**src/rtl/ddr3_rd_multi_burst_if.sv**
```systemverilog
// Bus bundle for ddr3_rd_multi_burst: requester control, output stream,
// memory read-data return and the read command channel.
interface ddr3_rd_multi_burst_if #(
    parameter int DATA_W   = 128,
    parameter int BADDR_W  = 23,
    parameter int ADDR_LSB = 3,
    parameter int CNT_W    = 8
);
    // requester side
    logic                        acq_enabled;
    logic                        rd_req;
    logic [BADDR_W-1:0]          rd_start_addr;
    logic [CNT_W-1:0]            rd_count;
    logic                        rd_done;
    logic                        rd_busy;
    logic                        rd_err;
    // output stream
    logic [DATA_W-1:0]           dout;
    logic                        dout_valid;
    logic                        dout_ready;
    // memory read data return
    logic                        app_rd_data_valid;
    logic                        app_rd_data_end;
    logic [DATA_W-1:0]           app_rd_data;
    // read command channel
    logic                        rd_app_rdy;
    logic                        rd_app_en;
    logic [BADDR_W+ADDR_LSB-1:0] rd_addr;

    // read controller view
    modport slave (
        input  acq_enabled, rd_req, rd_start_addr, rd_count,
        input  dout_ready,
        input  app_rd_data_valid, app_rd_data_end, app_rd_data,
        input  rd_app_rdy,
        output rd_done, rd_busy, rd_err,
        output dout, dout_valid,
        output rd_app_en, rd_addr
    );

    // environment view (requester, consumer, memory and command controller)
    modport master (
        output acq_enabled, rd_req, rd_start_addr, rd_count,
        output dout_ready,
        output app_rd_data_valid, app_rd_data_end, app_rd_data,
        output rd_app_rdy,
        input  rd_done, rd_busy, rd_err,
        input  dout, dout_valid,
        input  rd_app_en, rd_addr
    );
endinterface

```
**src/rtl/ddr3_rd_multi_burst.sv**
```systemverilog
// ddr3_rd_multi_burst: reads a run of consecutive DDR3 bursts starting at a
// requested burst address. Read commands are pipelined up to DEPTH deep and
// the returned bursts are buffered in a first-word-fall-through FIFO that
// feeds a valid/ready output stream. Commands are only issued while there is
// room for their data (inflight + fifo_count < DEPTH), so the FIFO can never
// overflow even with a stalled consumer.
module ddr3_rd_multi_burst #(
    parameter int DATA_W   = 128,
    parameter int BADDR_W  = 23,
    parameter int ADDR_LSB = 3,
    parameter int CNT_W    = 8,
    parameter int DEPTH    = 4
) (
    input  logic                 clk,
    input  logic                 reset_n,
    ddr3_rd_multi_burst_if.slave bus
);

    localparam int PTR_W = $clog2(DEPTH);
    localparam int FC_W  = PTR_W + 1;

    localparam logic [CNT_W-1:0]   CNT_ZERO     = {CNT_W{1'b0}};
    localparam logic [CNT_W-1:0]   CNT_ONE      = {{(CNT_W-1){1'b0}}, 1'b1};
    localparam logic [FC_W-1:0]    FC_ZERO      = {FC_W{1'b0}};
    localparam logic [FC_W-1:0]    FC_ONE       = {{(FC_W-1){1'b0}}, 1'b1};
    localparam logic [FC_W:0]      CREDIT_LIMIT = (FC_W+1)'(DEPTH);
    localparam logic [PTR_W-1:0]   PTR_ZERO     = {PTR_W{1'b0}};
    localparam logic [PTR_W-1:0]   PTR_ONE      = {{(PTR_W-1){1'b0}}, 1'b1};
    localparam logic [BADDR_W-1:0] BADDR_ZERO   = {BADDR_W{1'b0}};
    localparam logic [BADDR_W-1:0] BADDR_ONE    = {{(BADDR_W-1){1'b0}}, 1'b1};
    localparam logic [DATA_W-1:0]  DATA_ZERO    = {DATA_W{1'b0}};

    typedef enum logic [1:0] {
        ST_IDLE  = 2'd0,
        ST_ISSUE = 2'd1,
        ST_DRAIN = 2'd2,
        ST_DONE  = 2'd3
    } state_t;

    state_t             state_r;
    state_t             state_nxt_s;

    logic               rd_req_meta_r;
    logic               rd_req_sync_r;

    logic [BADDR_W-1:0] cur_addr_r;
    logic [CNT_W-1:0]   remaining_r;
    logic [FC_W-1:0]    inflight_r;
    logic [FC_W-1:0]    inflight_nxt_s;
    logic               rd_err_r;

    logic [DATA_W-1:0]  fifo_mem_r [DEPTH];
    logic [PTR_W-1:0]   wr_ptr_r;
    logic [PTR_W-1:0]   rd_ptr_r;
    logic [FC_W-1:0]    fifo_count_r;
    logic [FC_W-1:0]    fifo_count_nxt_s;

    logic               start_s;
    logic               credit_s;
    logic               accept_s;
    logic               push_s;
    logic               pop_s;
    logic               stray_s;
    logic               fifo_empty_s;

    // The end-of-data marker carries no information for single-beat bursts.
    logic               unused_data_end_s;
    assign unused_data_end_s = bus.app_rd_data_end;

    // Credit counts both outstanding reads and buffered bursts, so every
    // accepted command is guaranteed a FIFO slot when its data returns.
    assign credit_s     = ({1'b0, inflight_r} + {1'b0, fifo_count_r}) < CREDIT_LIMIT;
    assign accept_s     = bus.rd_app_en & bus.rd_app_rdy;
    assign push_s       = bus.app_rd_data_valid & (inflight_r != FC_ZERO);
    assign stray_s      = bus.app_rd_data_valid & (inflight_r == FC_ZERO);
    assign fifo_empty_s = (fifo_count_r == FC_ZERO);
    assign pop_s        = bus.dout_valid & bus.dout_ready;

    // Outputs are pure decodes of registered state.
    assign bus.rd_app_en  = (state_r == ST_ISSUE) & credit_s;
    assign bus.rd_addr    = {cur_addr_r, {ADDR_LSB{1'b0}}};
    assign bus.rd_busy    = (state_r != ST_IDLE);
    assign bus.rd_done    = (state_r == ST_DONE);
    assign bus.rd_err     = rd_err_r;
    assign bus.dout_valid = ~fifo_empty_s;
    assign bus.dout       = fifo_mem_r[rd_ptr_r];

    // Two-flop synchroniser for the request level arriving from another domain.
    always_ff @(posedge clk or negedge reset_n) begin
        if (!reset_n) begin
            rd_req_meta_r <= 1'b0;
            rd_req_sync_r <= 1'b0;
        end else begin
            rd_req_meta_r <= bus.rd_req;
            rd_req_sync_r <= rd_req_meta_r;
        end
    end

    // Run-control state register.
    always_ff @(posedge clk or negedge reset_n) begin
        if (!reset_n) begin
            state_r <= ST_IDLE;
        end else begin
            state_r <= state_nxt_s;
        end
    end

    // Next-state logic; acq_enabled only gates the start of a run.
    always_comb begin
        state_nxt_s = state_r;
        start_s     = 1'b0;
        case (state_r)
            ST_IDLE: begin
                if (rd_req_sync_r && !bus.acq_enabled) begin
                    if (bus.rd_count != CNT_ZERO) begin
                        state_nxt_s = ST_ISSUE;
                        start_s     = 1'b1;
                    end else begin
                        state_nxt_s = ST_DONE;
                    end
                end else begin
                    state_nxt_s = ST_IDLE;
                end
            end
            ST_ISSUE: begin
                if (accept_s && (remaining_r == CNT_ONE)) begin
                    state_nxt_s = ST_DRAIN;
                end else begin
                    state_nxt_s = ST_ISSUE;
                end
            end
            ST_DRAIN: begin
                if ((inflight_r == FC_ZERO) && fifo_empty_s) begin
                    state_nxt_s = ST_DONE;
                end else begin
                    state_nxt_s = ST_DRAIN;
                end
            end
            ST_DONE: begin
                if (!rd_req_sync_r) begin
                    state_nxt_s = ST_IDLE;
                end else begin
                    state_nxt_s = ST_DONE;
                end
            end
            default: begin
                state_nxt_s = ST_IDLE;
            end
        endcase
    end

    // Command address and remaining-burst counter; address wraps naturally.
    always_ff @(posedge clk or negedge reset_n) begin
        if (!reset_n) begin
            cur_addr_r  <= BADDR_ZERO;
            remaining_r <= CNT_ZERO;
        end else if (start_s) begin
            cur_addr_r  <= bus.rd_start_addr;
            remaining_r <= bus.rd_count;
        end else if (accept_s) begin
            cur_addr_r  <= cur_addr_r + BADDR_ONE;
            remaining_r <= remaining_r - CNT_ONE;
        end
    end

    // Outstanding reads: +1 per accepted command, -1 per returned burst.
    always_comb begin
        inflight_nxt_s = inflight_r;
        if (accept_s && !push_s) begin
            inflight_nxt_s = inflight_r + FC_ONE;
        end else if (!accept_s && push_s) begin
            inflight_nxt_s = inflight_r - FC_ONE;
        end else begin
            inflight_nxt_s = inflight_r;
        end
    end

    // Outstanding-read counter register.
    always_ff @(posedge clk or negedge reset_n) begin
        if (!reset_n) begin
            inflight_r <= FC_ZERO;
        end else begin
            inflight_r <= inflight_nxt_s;
        end
    end

    // Sticky flag for read data that no command asked for.
    always_ff @(posedge clk or negedge reset_n) begin
        if (!reset_n) begin
            rd_err_r <= 1'b0;
        end else if (stray_s) begin
            rd_err_r <= 1'b1;
        end
    end

    // FIFO occupancy: push and pop in the same cycle cancel out.
    always_comb begin
        fifo_count_nxt_s = fifo_count_r;
        if (push_s && !pop_s) begin
            fifo_count_nxt_s = fifo_count_r + FC_ONE;
        end else if (!push_s && pop_s) begin
            fifo_count_nxt_s = fifo_count_r - FC_ONE;
        end else begin
            fifo_count_nxt_s = fifo_count_r;
        end
    end

    // FIFO pointers and occupancy; pointers wrap because DEPTH is a power of 2.
    always_ff @(posedge clk or negedge reset_n) begin
        if (!reset_n) begin
            wr_ptr_r     <= PTR_ZERO;
            rd_ptr_r     <= PTR_ZERO;
            fifo_count_r <= FC_ZERO;
        end else begin
            fifo_count_r <= fifo_count_nxt_s;
            if (push_s) begin
                wr_ptr_r <= wr_ptr_r + PTR_ONE;
            end
            if (pop_s) begin
                rd_ptr_r <= rd_ptr_r + PTR_ONE;
            end
        end
    end

    // FIFO storage; cleared on reset so dout reads zero while empty after reset.
    always_ff @(posedge clk or negedge reset_n) begin
        if (!reset_n) begin
            for (int i = 0; i < DEPTH; i++) begin
                fifo_mem_r[i] <= DATA_ZERO;
            end
        end else if (push_s) begin
            fifo_mem_r[wr_ptr_r] <= bus.app_rd_data;
        end
    end

endmodule

```
**src/flat_wrapper.sv**
```systemverilog
// flat-port wrapper written by rule: the top's interface ports become plain ports
module ddr3_rd_multi_burst_flat 
#(
    parameter int DATA_W   = 128,
    parameter int BADDR_W  = 23,
    parameter int ADDR_LSB = 3,
    parameter int CNT_W    = 8,
    parameter int DEPTH    = 4
)
  (clk, reset_n, bus_acq_enabled, bus_rd_req, bus_rd_start_addr, bus_rd_count, bus_dout_ready, bus_app_rd_data_valid, bus_app_rd_data_end, bus_app_rd_data, bus_rd_app_rdy, bus_rd_done, bus_rd_busy, bus_rd_err, bus_dout, bus_dout_valid, bus_rd_app_en, bus_rd_addr);
  ddr3_rd_multi_burst_if #(.DATA_W(DATA_W), .BADDR_W(BADDR_W), .ADDR_LSB(ADDR_LSB), .CNT_W(CNT_W)) bus_i ();
  input  logic clk;
  input  logic reset_n;
  input wire logic [$bits(bus_i.acq_enabled)-1:0] bus_acq_enabled;
  input wire logic [$bits(bus_i.rd_req)-1:0] bus_rd_req;
  input wire logic [$bits(bus_i.rd_start_addr)-1:0] bus_rd_start_addr;
  input wire logic [$bits(bus_i.rd_count)-1:0] bus_rd_count;
  input wire logic [$bits(bus_i.dout_ready)-1:0] bus_dout_ready;
  input wire logic [$bits(bus_i.app_rd_data_valid)-1:0] bus_app_rd_data_valid;
  input wire logic [$bits(bus_i.app_rd_data_end)-1:0] bus_app_rd_data_end;
  input wire logic [$bits(bus_i.app_rd_data)-1:0] bus_app_rd_data;
  input wire logic [$bits(bus_i.rd_app_rdy)-1:0] bus_rd_app_rdy;
  output wire logic [$bits(bus_i.rd_done)-1:0] bus_rd_done;
  output wire logic [$bits(bus_i.rd_busy)-1:0] bus_rd_busy;
  output wire logic [$bits(bus_i.rd_err)-1:0] bus_rd_err;
  output wire logic [$bits(bus_i.dout)-1:0] bus_dout;
  output wire logic [$bits(bus_i.dout_valid)-1:0] bus_dout_valid;
  output wire logic [$bits(bus_i.rd_app_en)-1:0] bus_rd_app_en;
  output wire logic [$bits(bus_i.rd_addr)-1:0] bus_rd_addr;
  assign bus_i.acq_enabled = bus_acq_enabled;
  assign bus_i.rd_req = bus_rd_req;
  assign bus_i.rd_start_addr = bus_rd_start_addr;
  assign bus_i.rd_count = bus_rd_count;
  assign bus_i.dout_ready = bus_dout_ready;
  assign bus_i.app_rd_data_valid = bus_app_rd_data_valid;
  assign bus_i.app_rd_data_end = bus_app_rd_data_end;
  assign bus_i.app_rd_data = bus_app_rd_data;
  assign bus_i.rd_app_rdy = bus_rd_app_rdy;
  assign bus_rd_done = bus_i.rd_done;
  assign bus_rd_busy = bus_i.rd_busy;
  assign bus_rd_err = bus_i.rd_err;
  assign bus_dout = bus_i.dout;
  assign bus_dout_valid = bus_i.dout_valid;
  assign bus_rd_app_en = bus_i.rd_app_en;
  assign bus_rd_addr = bus_i.rd_addr;
  ddr3_rd_multi_burst #(.DATA_W(DATA_W), .BADDR_W(BADDR_W), .ADDR_LSB(ADDR_LSB), .CNT_W(CNT_W), .DEPTH(DEPTH)) u_core (.clk(clk), .reset_n(reset_n), .bus(bus_i));
endmodule
```
**config.mk**
```make
export PLATFORM = sky130hd
export DESIGN_NAME = ddr3_rd_multi_burst_flat
export DESIGN_NICKNAME = d
export VERILOG_FILES = /design/src/rtl/ddr3_rd_multi_burst_if.sv /design/src/rtl/ddr3_rd_multi_burst.sv /design/src/flat_wrapper.sv
export SDC_FILE = /design/constraint.sdc
export NUM_CORES = 1
export LEC_CHECK = 0
export ABC_AREA = 1
export BUFFER_PORTS_ARGS = -buffer_cell sky130_fd_sc_hd__buf_2
export CELL_PAD_IN_SITES_DETAIL_PLACEMENT = 0
export CELL_PAD_IN_SITES_GLOBAL_PLACEMENT = 1
export CORE_ASPECT_RATIO = 1.25
export CORE_UTILIZATION = 47
export DETAILED_ROUTE_END_ITERATION = 16
export GPL_ROUTABILITY_DRIVEN = 0
export PLACE_DENSITY_LB_ADDON = 0.1
export SYNTH_ARGS = -nofsm -noshare
export SYNTH_HDL_FRONTEND = slang
export SYNTH_SLANG_ARGS = --single-unit
```
**constraint.sdc**
```tcl
create_clock -name clk -period 6.8 [get_ports clk]
set_clock_uncertainty 0.15 [all_clocks]
set_input_delay 1.02 -clock clk [delete_from_list [all_inputs] [get_ports clk]]
set_output_delay 1.02 -clock clk [all_outputs]
set_load 0.02 [all_outputs]
```
-- Word level (Yosys, flattened, before mapping)
Index checks and enable logic that the tools add are counted.
- $lt $le $gt $ge: 4
- reductions and logical operators: 21
- eq/ne operators: 4
- $add $sub $neg: 9
- muxes and demuxes: 23
- bitwise gates (word level): 8
- operator list (operator ; count):
    512-bit bitwise mux ; 1
    128-bit 2-to-1 mux ; 3
    128-bit binary-select mux with 2-bit select ; 1
    128-bit demux with 2-bit select ; 1
    23-bit 2-to-1 mux ; 2
    23-bit by 1-bit adder with 23-bit output, second input constant ; 1
    8-bit 2-to-1 mux ; 2
    3-bit 2-to-1 mux ; 4
    8-bit by 1-bit == test with 1-bit output, second input constant ; 1
    1-bit logical AND ; 8
    2-bit 2-to-1 mux ; 4
    2-bit case mux with 4 select lines ; 1
    2-bit nonzero test ; 4
    8-bit nonzero test ; 1
    8-bit by 1-bit subtractor with 8-bit output, second input constant ; 1
    3-bit by 1-bit adder with 3-bit output, second input constant ; 2
    3-bit greater-or-equal comparator, second input constant ; 2
    3-bit zero test ; 2
    2-bit NOT with 3-bit output ; 2
    3-bit by 1-bit subtractor with 3-bit output, second input constant ; 2
    1-bit AND ; 5
    2-bit by 1-bit adder with 2-bit output, second input constant ; 2
    3-bit by 3-bit adder with 4-bit output ; 1
    2-bit == test, second input constant ; 2
    other kinds (8) ; 14
- flip-flop bits (word level): 558
- logic and storage cells: 83
- bits of input ports: 167
- output and inout port bits: 159

-- Longest topological paths before layout
Gate-level depths: netlist (run 1).
- depth in word-level cells: 8
- depth in mapped cells: 13
- gate-level depth less buffers: 12

-- Least setup slack after synthesis (run 1)
Ideal clock, no wire load.
- path kind: register -> register
- start: register u_core.fifo_count_r[1]
- end: register u_core.inflight_r[2]
- arrival: 2.410 ns
- cell stages (with the launch flop): 14
- library setup time: 0.131 ns
- clock period less this slack: 2.691 ns
- setup slack: 4.109 ns
- required time: 6.519 ns
- buffers on the path: 1
- path through: dfrtp_1 > ha_1 > nand3_1 > nand2_1 > nor2_2 > nand2_1 > inv_2 > buf_2 > ha_1 > inv_1 > fa_1 > a21oi_1 > o21ai_0 > xor2_1
- cells in the longest elaborated chain, start to end: 7
- elaborated cells on any way between the ends: 9
- classes of those cells: add/sub: 1; order compare: 1; mux: 1; bitwise: 2; reduce/logical: 4
- ends and longest elaborated chain (what ; line ; text):
    start: declaration ; ddr3_rd_multi_burst.sv:55 ; logic [FC_W-1:0] fifo_count_r;
    start signal: assignment ; ddr3_rd_multi_burst.sv:215 ; fifo_count_r <= fifo_count_nxt_s;
    3-bit by 3-bit adder with 4-bit output (*) ; ddr3_rd_multi_burst.sv:72 ; assign credit_s = ({1'b0, inflight_r} + {1'b0, fifo_count_r}) < CREDIT_LIMIT;
    4-bit by 3-bit less-than comparator with 1-bit output (*) ; ddr3_rd_multi_burst.sv:72 ;
    1-bit AND (*) ; ddr3_rd_multi_burst.sv:80 ; assign bus.rd_app_en = (state_r == ST_ISSUE) & credit_s;
    via bus_rd_app_en ; flat_wrapper.sv:28 ; output wire logic [$bits(bus_i.rd_app_en)-1:0] bus_rd_app_en;
    1-bit AND (*) ; ddr3_rd_multi_burst.sv:73 ; assign accept_s = bus.rd_app_en & bus.rd_app_rdy;
    1-bit zero test ; ddr3_rd_multi_burst.sv:171 ; end else if (!accept_s && push_s) begin
    1-bit logical AND ; ddr3_rd_multi_burst.sv:171 ;
    2-bit nonzero test (no line) ; n/a ;
    end signal: assignment ; ddr3_rd_multi_burst.sv:183 ; inflight_r <= inflight_nxt_s;
    end: declaration ; ddr3_rd_multi_burst.sv:48 ; logic [FC_W-1:0] inflight_r;
Mark *: on every way through the listed nets, which the timed path passes. The rest lies on a longest branch.
A chain may end at the register's enable or synchronous reset.

-- Final worst setup path (run 1)
- start: register u_core.rd_ptr_r[0]
- end: output port bus_dout[0]
- cells in the longest elaborated chain, start to end: 4
- ends and longest elaborated chain (what ; line ; text):
    start: declaration ; ddr3_rd_multi_burst.sv:54 ; logic [PTR_W-1:0] rd_ptr_r;
    start signal: assignment ; ddr3_rd_multi_burst.sv:220 ; rd_ptr_r <= rd_ptr_r + PTR_ONE;
    2-bit NOT with 3-bit output (implied by the code) ; ddr3_rd_multi_burst.sv:86 ; assign bus.dout = fifo_mem_r[rd_ptr_r];
    128-bit binary-select mux with 2-bit select ; ddr3_rd_multi_burst.sv:86 ;
    128-bit 2-to-1 mux (implied by the code) (2 in a row) ; ddr3_rd_multi_burst.sv:86 ;
    end: declaration ; flat_wrapper.sv:26 ; output wire logic [$bits(bus_i.dout)-1:0] bus_dout;
Every way passes these cells. The select of a mux whose other input is x is not followed.

==> metrics list, run 1 <==
- Counting instances in the post-synthesis netlist gives the leading cell types as nand2_1, o21ai_0, dfrtp_1, nor2_1, o22ai_1.
- Timing-limited maximum frequency: 215 MHz
* Register area share after synthesis: 0.526
- Dividing the detail-routed via count by the number of cells gives 5.61.
* Area share of the largest cell type after synthesis: 0.526
- Sum Neg Setup Slack: 0 ns
* Total Routing Usage GR: 0.291
- Counting the buffers created by CTS gives 58.
- For met1 alone, demand over resource in global routing was 0.381.
- Detailed-router iteration count before antenna repair: 7
- Hold timing on the final database bottoms out at a slack of 0.196 ns.
* Total area of multi-input combinational cells: 11200 um^2
* Initial antenna violation count: 26
- Counting flops and latches in the post-synthesis netlist gives 558.
* Final wirelength: 84.3 mm
* Class of the most critical setup path: register to output port
- In this run the tool buffered the top-level ports with 321 buffer cells.
* Synth Area per Inst: 7.87 um^2
- After synthesis, the share of flip-flops with an asynchronous set or reset is 1.00.
- Overall Power: 16500 uW
- Vias after detailed routing: 24197
* Final worst-path cycle share: 0.685
- In this run the count of I/O pins placed on the die edge is 326.
- Chip width: 214 um
* Number of global-route vias before repair: 23667
* Clock root cell: clkbuf_16
- At the worst endpoint, the required time is 5.63 ns.
- Transition time of the tightest slew-check pin: 1.19 ns
* Yosys Warn Count: 0
* Die outline area: 57400 um^2
* Cells resized by post-CTS repair: 0
* Yosys cell types: 39
* Placement Rows: 97
* Count of maximum capacitance violations: 0
* Clock sink count: 558
- Largest cells by area after synthesis: dfrtp_1, nand2_1, o21ai_0
- The worst pin sits at a relative slew slack of 0.204.
- Core Box Area: 55900 um^2
- Across the VDD grid, the largest voltage drop is 0.317 mV.
- Bufs and invs on worst path: 3
* Cell area after placement: 28200 um^2
* GRT Max-Usage Layer: met2
- The HPWL after detailed placement is 45.3 mm.
- Synth Instances: 3371
- The number of pins exceeding their max-slew limit in the final report is 0.
* Final Instance Area: 30100 um^2
* Clock transition at path regs: 0.06 ns
- Of the cells placed in the final design, the portion with a size suffix greater than 1 is 0.131.
- Met2 routing resource usage after global routing: 0.485
* Die height: 268 um
- The worst setup path is launched from a register.
- For this run, the leading register cell type out of synthesis is dfrtp_1.
* Sequential cell area: 14000 um^2
- Number of placed instances with taps included: 4198
- In the final routed layout, each cell accounts on average for 19.5 um.
- In this run the worst hold path is classified as register to register.
* Starting Density: 0.474
- The routed design could run at a clock period as short as 4.66 ns.
- Depth of the CTS H-tree: 2
- The finished layout holds 4314 standard cells, fillers aside.
* Power density relative to cell area: 549 nW/um^2
- Setup repair after global routing left no endpoint under its margin.
* Leakage power figure: 0.0148 uW
- Kind of end point of the critical path: output port
* Ordered cell list for the critical path: buf_4, buf_4, o21ai_0, o22ai_1, buf_2
* Clock network latency to the later pin of the worst-skew pair: 0.62 ns
* Final routed DRC violation total: 0
- Buffers inserted by post-CTS timing repair: 0
- Post-cts hold buffer count: 0
- Setup slack of the most critical reg-to-reg path: 2.95 ns
* Global route overflow: 0
- STA puts the critical path data arrival time at 3.49 ns.
- The total count of hold-check failures in the final report is 0.
- Max stage delay cell, worst path: dfrtp_4
- Setup violations remaining at the end of the flow were counted as 0.
- Final layout net count: 3696
* Number of enable-type register cells in the synthesized netlist: 0
* CP Max Fanout: 60
* Maximum number of pins on one net before global-route repair: 164
- Cell with the most instances after synthesis: nand2_1
- Summed over all instances, the cell type with the most area after synthesis is dfrtp_1.
- After filler insertion, the fill cell instance count of the layout stands at 5434.
- Area Overhead vs Synth: 13.3%
- Among cell families on the critical path, the largest total delay comes from buffers and inverters.
- First-iteration detailed-routing DRC count: 2202
- Status: completed
- Crit path largest cell delay: 0.80 ns
- In the global route stage, met3 resource usage came out at 0.0577.
- The first global-routing pass estimated 132 mm of wire.
- Most common cell type on the critical path: buf_4
- TritonCTS built the clock tree.
- Post-detailed-route count of antenna-violating nets: 0
* Largest buffer count on any clock path: 3
- The cell area that synthesis handed to floorplanning was 26500 um^2.
## metal layers
| metal | routed length, um | vias up |
|---|---|---|
| met4 | 2080 | 28 |
| met2 | 40200 | 786 |
| li1 | - | 11369 |
| met3 | 5690 | 145 |
| met1 | 36100 | 11869 |
| met5 | 166 | - |
## registers in the layout, summed over array words and instances, names as in the netlist
register	flops
u_core.remaining_r	8
u_core.bus.rd_err	1
u_core.fifo_count_r	3
u_core.state_r	2
u_core.rd_ptr_r	2
u_core.cur_addr_r	23
u_core.inflight_r	3
u_core.fifo_mem_r	512
u_core.wr_ptr_r	2
u_core.rd_req_meta_r	1
u_core.rd_req_sync_r	1
## layout by cell type (no fill, tap or decap), types with 14 or more instances in the layout
cell | netlist | layout
clkbuf_1 | 126 | 24
nand3_1 | 74 | 74
o21ai_0 | 771 | 771
clkbuf_8 | 0 | 14
dfrtp_1 | 558 | 556
buf_4 | 10 | 26
inv_1 | 41 | 40
nor2_1 | 302 | 298
nand2_1 | 1142 | 1142
clkbuf_16 | 0 | 59
buf_2 | 117 | 320
o22ai_1 | 128 | 128
## per-stage QoR
stage | util | setup slack (ns)
2_1_floorplan | - | 4.11
3_3_place_gp | 0.504 | 2.64
3_5_place_dp | 0.504 | 2.54
4_1_cts | 0.537 | 2.10
5_1_grt | 0.537 | 2.02
6_report | 0.537 | 2.14
## final timing paths
| kind | from | to | cells after the start |
|---|---|---|---|
| worst max-delay path | u_core.rd_ptr_r[0] | bus_dout[0] | 5 |
| worst min-delay path | u_core.rd_req_meta_r | u_core.rd_req_sync_r | 0 |
| worst max register to register | u_core.inflight_r[0] | u_core.inflight_r[2] | 10 |
| worst min register to register | u_core.rd_req_meta_r | u_core.rd_req_sync_r | 0 |
| max in group asynchronous | reset_n | u_core.fifo_mem_r[201] | 2 |
| min in group asynchronous | reset_n | u_core.cur_addr_r[20] | 1 |
## cell families after synthesis
family	Yosys count	synth area share
AND/OR/NAND/NOR	1538	0.224
AO/OA/AOI/OAI	922	0.183
flip-flops	558	0.526
buffers and inverters	320	0.0534
XOR/XNOR	17	0.00561
adder cells (fa/ha/maj)	13	0.00670
multiplexers	2	0.000849
other	1	0.000141
## report_power, final
| part | switching, uW | internal [uW] |
|---|---|---|
| clock network | 1340 | 1780 |
| logic | 5420 | 2230 |
| registers | 896 | 4840 |
| total | 7660 | 8860 |
## final cells by class
| cell class | count | share of cell area |
|---|---|---|
| multi-input combinational | 2495 | 0.372 |
| tap | 742 | 0.0309 |
| inverter | 52 | 0.00708 |
| timing repair buffer | 351 | 0.0629 |
| sequential | 558 | 0.465 |
| clock inverter | 8 | 0.00246 |
| antenna | 11 | 0.000916 |
| clock buffer | 97 | 0.0585 |
(Power assumes the default switching activity.)
==> run 2, diff against run 1 <==
- ABC_AREA: 1 -> 0
- CORE_UTILIZATION: 47 -> 49
- clock period: 6.8 -> 4.67 ns (I/O delays scaled with it)
==> metrics list, run 2 <==
- The post-synthesis instance total was 1528 (-55%).
* DR WL/cell: 21.7 um (+11%)
- The number of pins exceeding their max-slew limit in the final report was 0 (unchanged).
- Final layout net count: 2020 (-45%)
* Worst setup SP type: register
- The clock slew seen by the registers of the worst setup and hold paths was 0.06 ns (about the same).
* Cells resized by post-CTS repair: 0 (unchanged)
* Async S/R FF share, synth: 1.00 (unchanged)
* Worst min-delay path class: primary input to async pin
- The largest vdd supply drop came to 0.377 mV (+19%).
- The largest fanout on the critical path is 40 (-33%).
* Status: completed
- GRT Max-Usage Layer: met2
- The ratio of total power to cell area was 810 nW/um^2 (+47%).
* Leakage power figure: 0.0127 uW (-14%)
- The number of flip-flops in the largest register is 512 (unchanged).
- In the layout the commonest cells are dfrtp_1, mux2_2, buf_2, mux4_2, clkbuf_16.
* Clock network latency to the later pin of the worst-skew pair: 0.60 ns (-0.02 ns)
- Max stage delay cell, worst path: dfrtp_4
- Routing usage on met3: 0.0572 (-0.000448)
* Yosys Warn Count: 0 (unchanged)
* Largest area contributor in the netlist: dfrtp_1
- Area Overhead vs Synth: 17.8%
* Post-cts hold buffer count: 0 (unchanged)
- The total number of H-tree levels was 2 (unchanged).
- Final worst-path cycle share: 0.777
- The clock net sink count is 558 (unchanged).
- The horizontal die dimension was 202 um (-5.8%).
* IO buf count: 321 (unchanged)
- The number of antenna-violating nets in the routed design was 0 (unchanged).
* Largest register by flop count: u_core.fifo_mem_r
* Maximum number of pins on one net before global-route repair: 114 (-30%)
* Minimum clock period after layout: 3.63 ns
* Sw Ratio: 0.347 (-0.116)
- Final Instance Area: 28900 um^2 (-3.9%)
- CTS tree: yes
* Met2 routing resource usage after global routing: 0.376 (-0.109)
- The total cell area at the placement stage is 26900 um^2 (-4.5%).
* Buffers inserted by post-CTS timing repair: 0 (unchanged)
* Synth Area per Inst: 16.0 um^2 (+100%)
* Kind of end point of the critical path: output port
- The signal arrival time at the worst endpoint was 2.78 ns (-0.71 ns).
- Via density per instance: 5.63 (+0.35%)
- R2r worst-path depth: 11 (+1)
- Share of post-route cells with drive strength above 1: 0.583 (+0.452)
- Clock root cell: clkbuf_16
- Combinational share of power: 0.432 (-0.032)
- The global-route wire length before repair is 87.4 mm (-34%).
* Class of the most critical setup path: register to output port
- The number of buffers between clock root and the deepest sink is 3 (unchanged).
- Critical Path RT: 3.82 ns (-1.81 ns)
* Fraction of power consumed by the clock network: 0.198 (+0.009)
* Vias after detailed routing: 14302 (-41%)
* Final routed DRC violation total: 0 (unchanged)
- Flip-flop and latch count after synthesis: 558 (unchanged)
- Bufs and invs on worst path: 2 (-1)
- The largest registers in the layout are u_core.fifo_mem_r: 512 flops, u_core.cur_addr_r: 23 flops, u_core.remaining_r: 8 flops.
* Count of maximum capacitance violations: 0 (unchanged)
- The remaining max-slew budget at the tightest pin is 0.357 (+0.153).
- Die height: 252 um (-5.8%)
- Final hold violation count: 0 (unchanged)
* Largest cells by area after synthesis: dfrtp_1, mux2_2, mux4_2
* Setup slack of the most critical reg-to-reg path: 1.69 ns (-1.26 ns)
- In the synthesized netlist the dominant register cell turns out to be dfrtp_1.
- The net load switching power is 8120 uW (+6.0%).
- The number of top-level pins was 326 (unchanged).
- The via count of the first global-routing pass came to 15428 (-35%).
- The kind of cell with the highest combined delay along the critical path is flip-flops.
- Top cells by count, synth: dfrtp_1, mux2_2, mux4_2, buf_2, nand2_1
* Transition time of the tightest slew-check pin: 0.965 ns (-0.229 ns)
- Based on the critical path, the design can be clocked at up to 276 MHz.
- Core Box Area: 49400 um^2 (-12%)
- The total iterations of the first detailed-routing run came to 4 (-3).
- Cell depth of the worst setup path: 3 (-2)
- The internal power came to 15300 uW (+72%).
* Most common cell after layout, fill and taps aside: dfrtp_1
- Walking the worst path, the cells encountered are buf_4, mux4_2, buf_2.
- Number of failing setup endpoints in the final timing report: 0 (unchanged)
- First-iteration detailed-routing DRC count: 623 (-72%)
- Number of enable-type register cells in the synthesized netlist: 0 (unchanged)
- RSZ-0062 raised after global routing: no
* Final wirelength: 55.1 mm (-35%)
* Placement Rows: 91 (-6.2%)
- The power consumption was 23400 uW (+42%).
* Flop pwr share: 0.371 (+0.024)
- The HPWL after detailed placement was 34.2 mm (-25%).
- The effective utilization at floorplan was 0.496 (+0.0222).
* Met1 global-route usage: 0.279 (-0.102)
- In this run the critical register-to-register path is launched from u_core.inflight_r[2].
- Cts bufs inserted: 57 (-1.7%)
* Total Routing Usage GR: 0.220 (-0.0706)
* Sum Neg Setup Slack: 0 ns (unchanged)
- Initial antenna violation count: 9 (-65%)
- The netlist area before placement came to 24500 um^2 (-7.5%).
- The number of different library cells in the post-synthesis netlist is 50 (+28%).
- The maximum cell stage delay along the critical path was 1.05 ns (+0.25 ns).
- Cell with the most instances after synthesis: dfrtp_1
- The sequential share of the synthesized area came to 0.569 (+0.0430).
- Die outline area: 50900 um^2 (-11%)
* Endpoint of the worst-slack reg-to-reg timing path: u_core.inflight_r[2]
- Global route overflow: 0 (unchanged)
- The fraction of post-synthesis cell area in the top cell type by area is 0.569 (+0.0430).
[run 2: changes by cell type after synthesis, moves of 50 or more]
cell / change
nand2_1: -1096
buf_2: -50
nand3_1: -60
mux2_2: +512
mux4_2: +128
o22ai_1: -128
o21ai_0: -761
nor2_1: -286
clkbuf_1: -105
[run 2: logic make-up after synthesis]
group | synth area share
AO/OA/AOI/OAI | 0.0186
XOR/XNOR | 0.00500
adder cells (fa/ha/maj) | 0.00725
buffers and inverters | 0.0212
flip-flops | 0.569
multiplexers | 0.354
other | 0.000153
AND/OR/NAND/NOR | 0.0248
[run 2: routing by layer]
metal | routed length, um | share of wire
met4 | 1030 | 0.019
met3 | 3200 | 0.058
met2 | 28100 | 0.51
met1 | 22700 | 0.41
met5 | 61 | 0.0011
[run 2: area by class of cell]
cell class | count | area, um^2
multi-input cells | 861 | 10100
clock buffers | 90 | 1810
clock inverters | 11 | 119
repair buffers | 350 | 2020
inverters | 12 | 45.0
fillers | 3959 | 20500
well taps | 651 | 815
diodes | 8 | 20.0
flip-flops and latches | 558 | 14000
[run 2: worst max path at each step]
stage | startpoint | end | slack (ns)
2_1_floorplan | u_core.fifo_count_r[2] | u_core.inflight_r[2] | 2.10
3_3_place_gp | u_core.rd_ptr_r[0] | bus_dout[92] | 1.59
3_5_place_dp | u_core.rd_ptr_r[0] | bus_dout[92] | 1.59
4_1_cts | u_core.rd_ptr_r[0] | bus_dout[92] | 0.92
5_1_grt | u_core.rd_ptr_r[0] | bus_dout[39] | 0.84
6_report | u_core.rd_ptr_r[0] | bus_dout[92] | 1.04
[run 2: power by group through the flow]
| stage | Combinational (uW) | Sequential, uW | Clock (uW) |
|---|---|---|---|
| 6_report | 10100 | 8670 | 4620 |
| 3_3_place_gp | 10100 | 8570 | 0 |
| 2_1_floorplan | 7600 | 8240 | 0 |
| 3_5_place_dp | 10300 | 8740 | 0 |
| 4_1_cts | 10300 | 8670 | 4760 |
| 5_1_grt | 10800 | 8990 | 4920 |
[run 2: worst reg2reg max path, delay by kind of cell (launching register included)]
kind          cells  cell delay [ns]
fa+ha+maj         3             0.93
buf+inv           3             0.68
flops             1             0.43
simple gates      3             0.43
xor+xnor          2             0.30
[run 2: metrics by stage]
stage,util,setup WS [ns],cells,hold slack (ns)
2_1_floorplan,-,2.10,1530,0.181
3_3_place_gp,0.545,1.59,2432,0.187
3_5_place_dp,0.545,1.59,2432,0.190
4_1_cts,0.584,0.921,2533,0.0335
5_1_grt,0.584,0.842,2535,0.0420
6_report,0.584,1.04,2541,0.0326
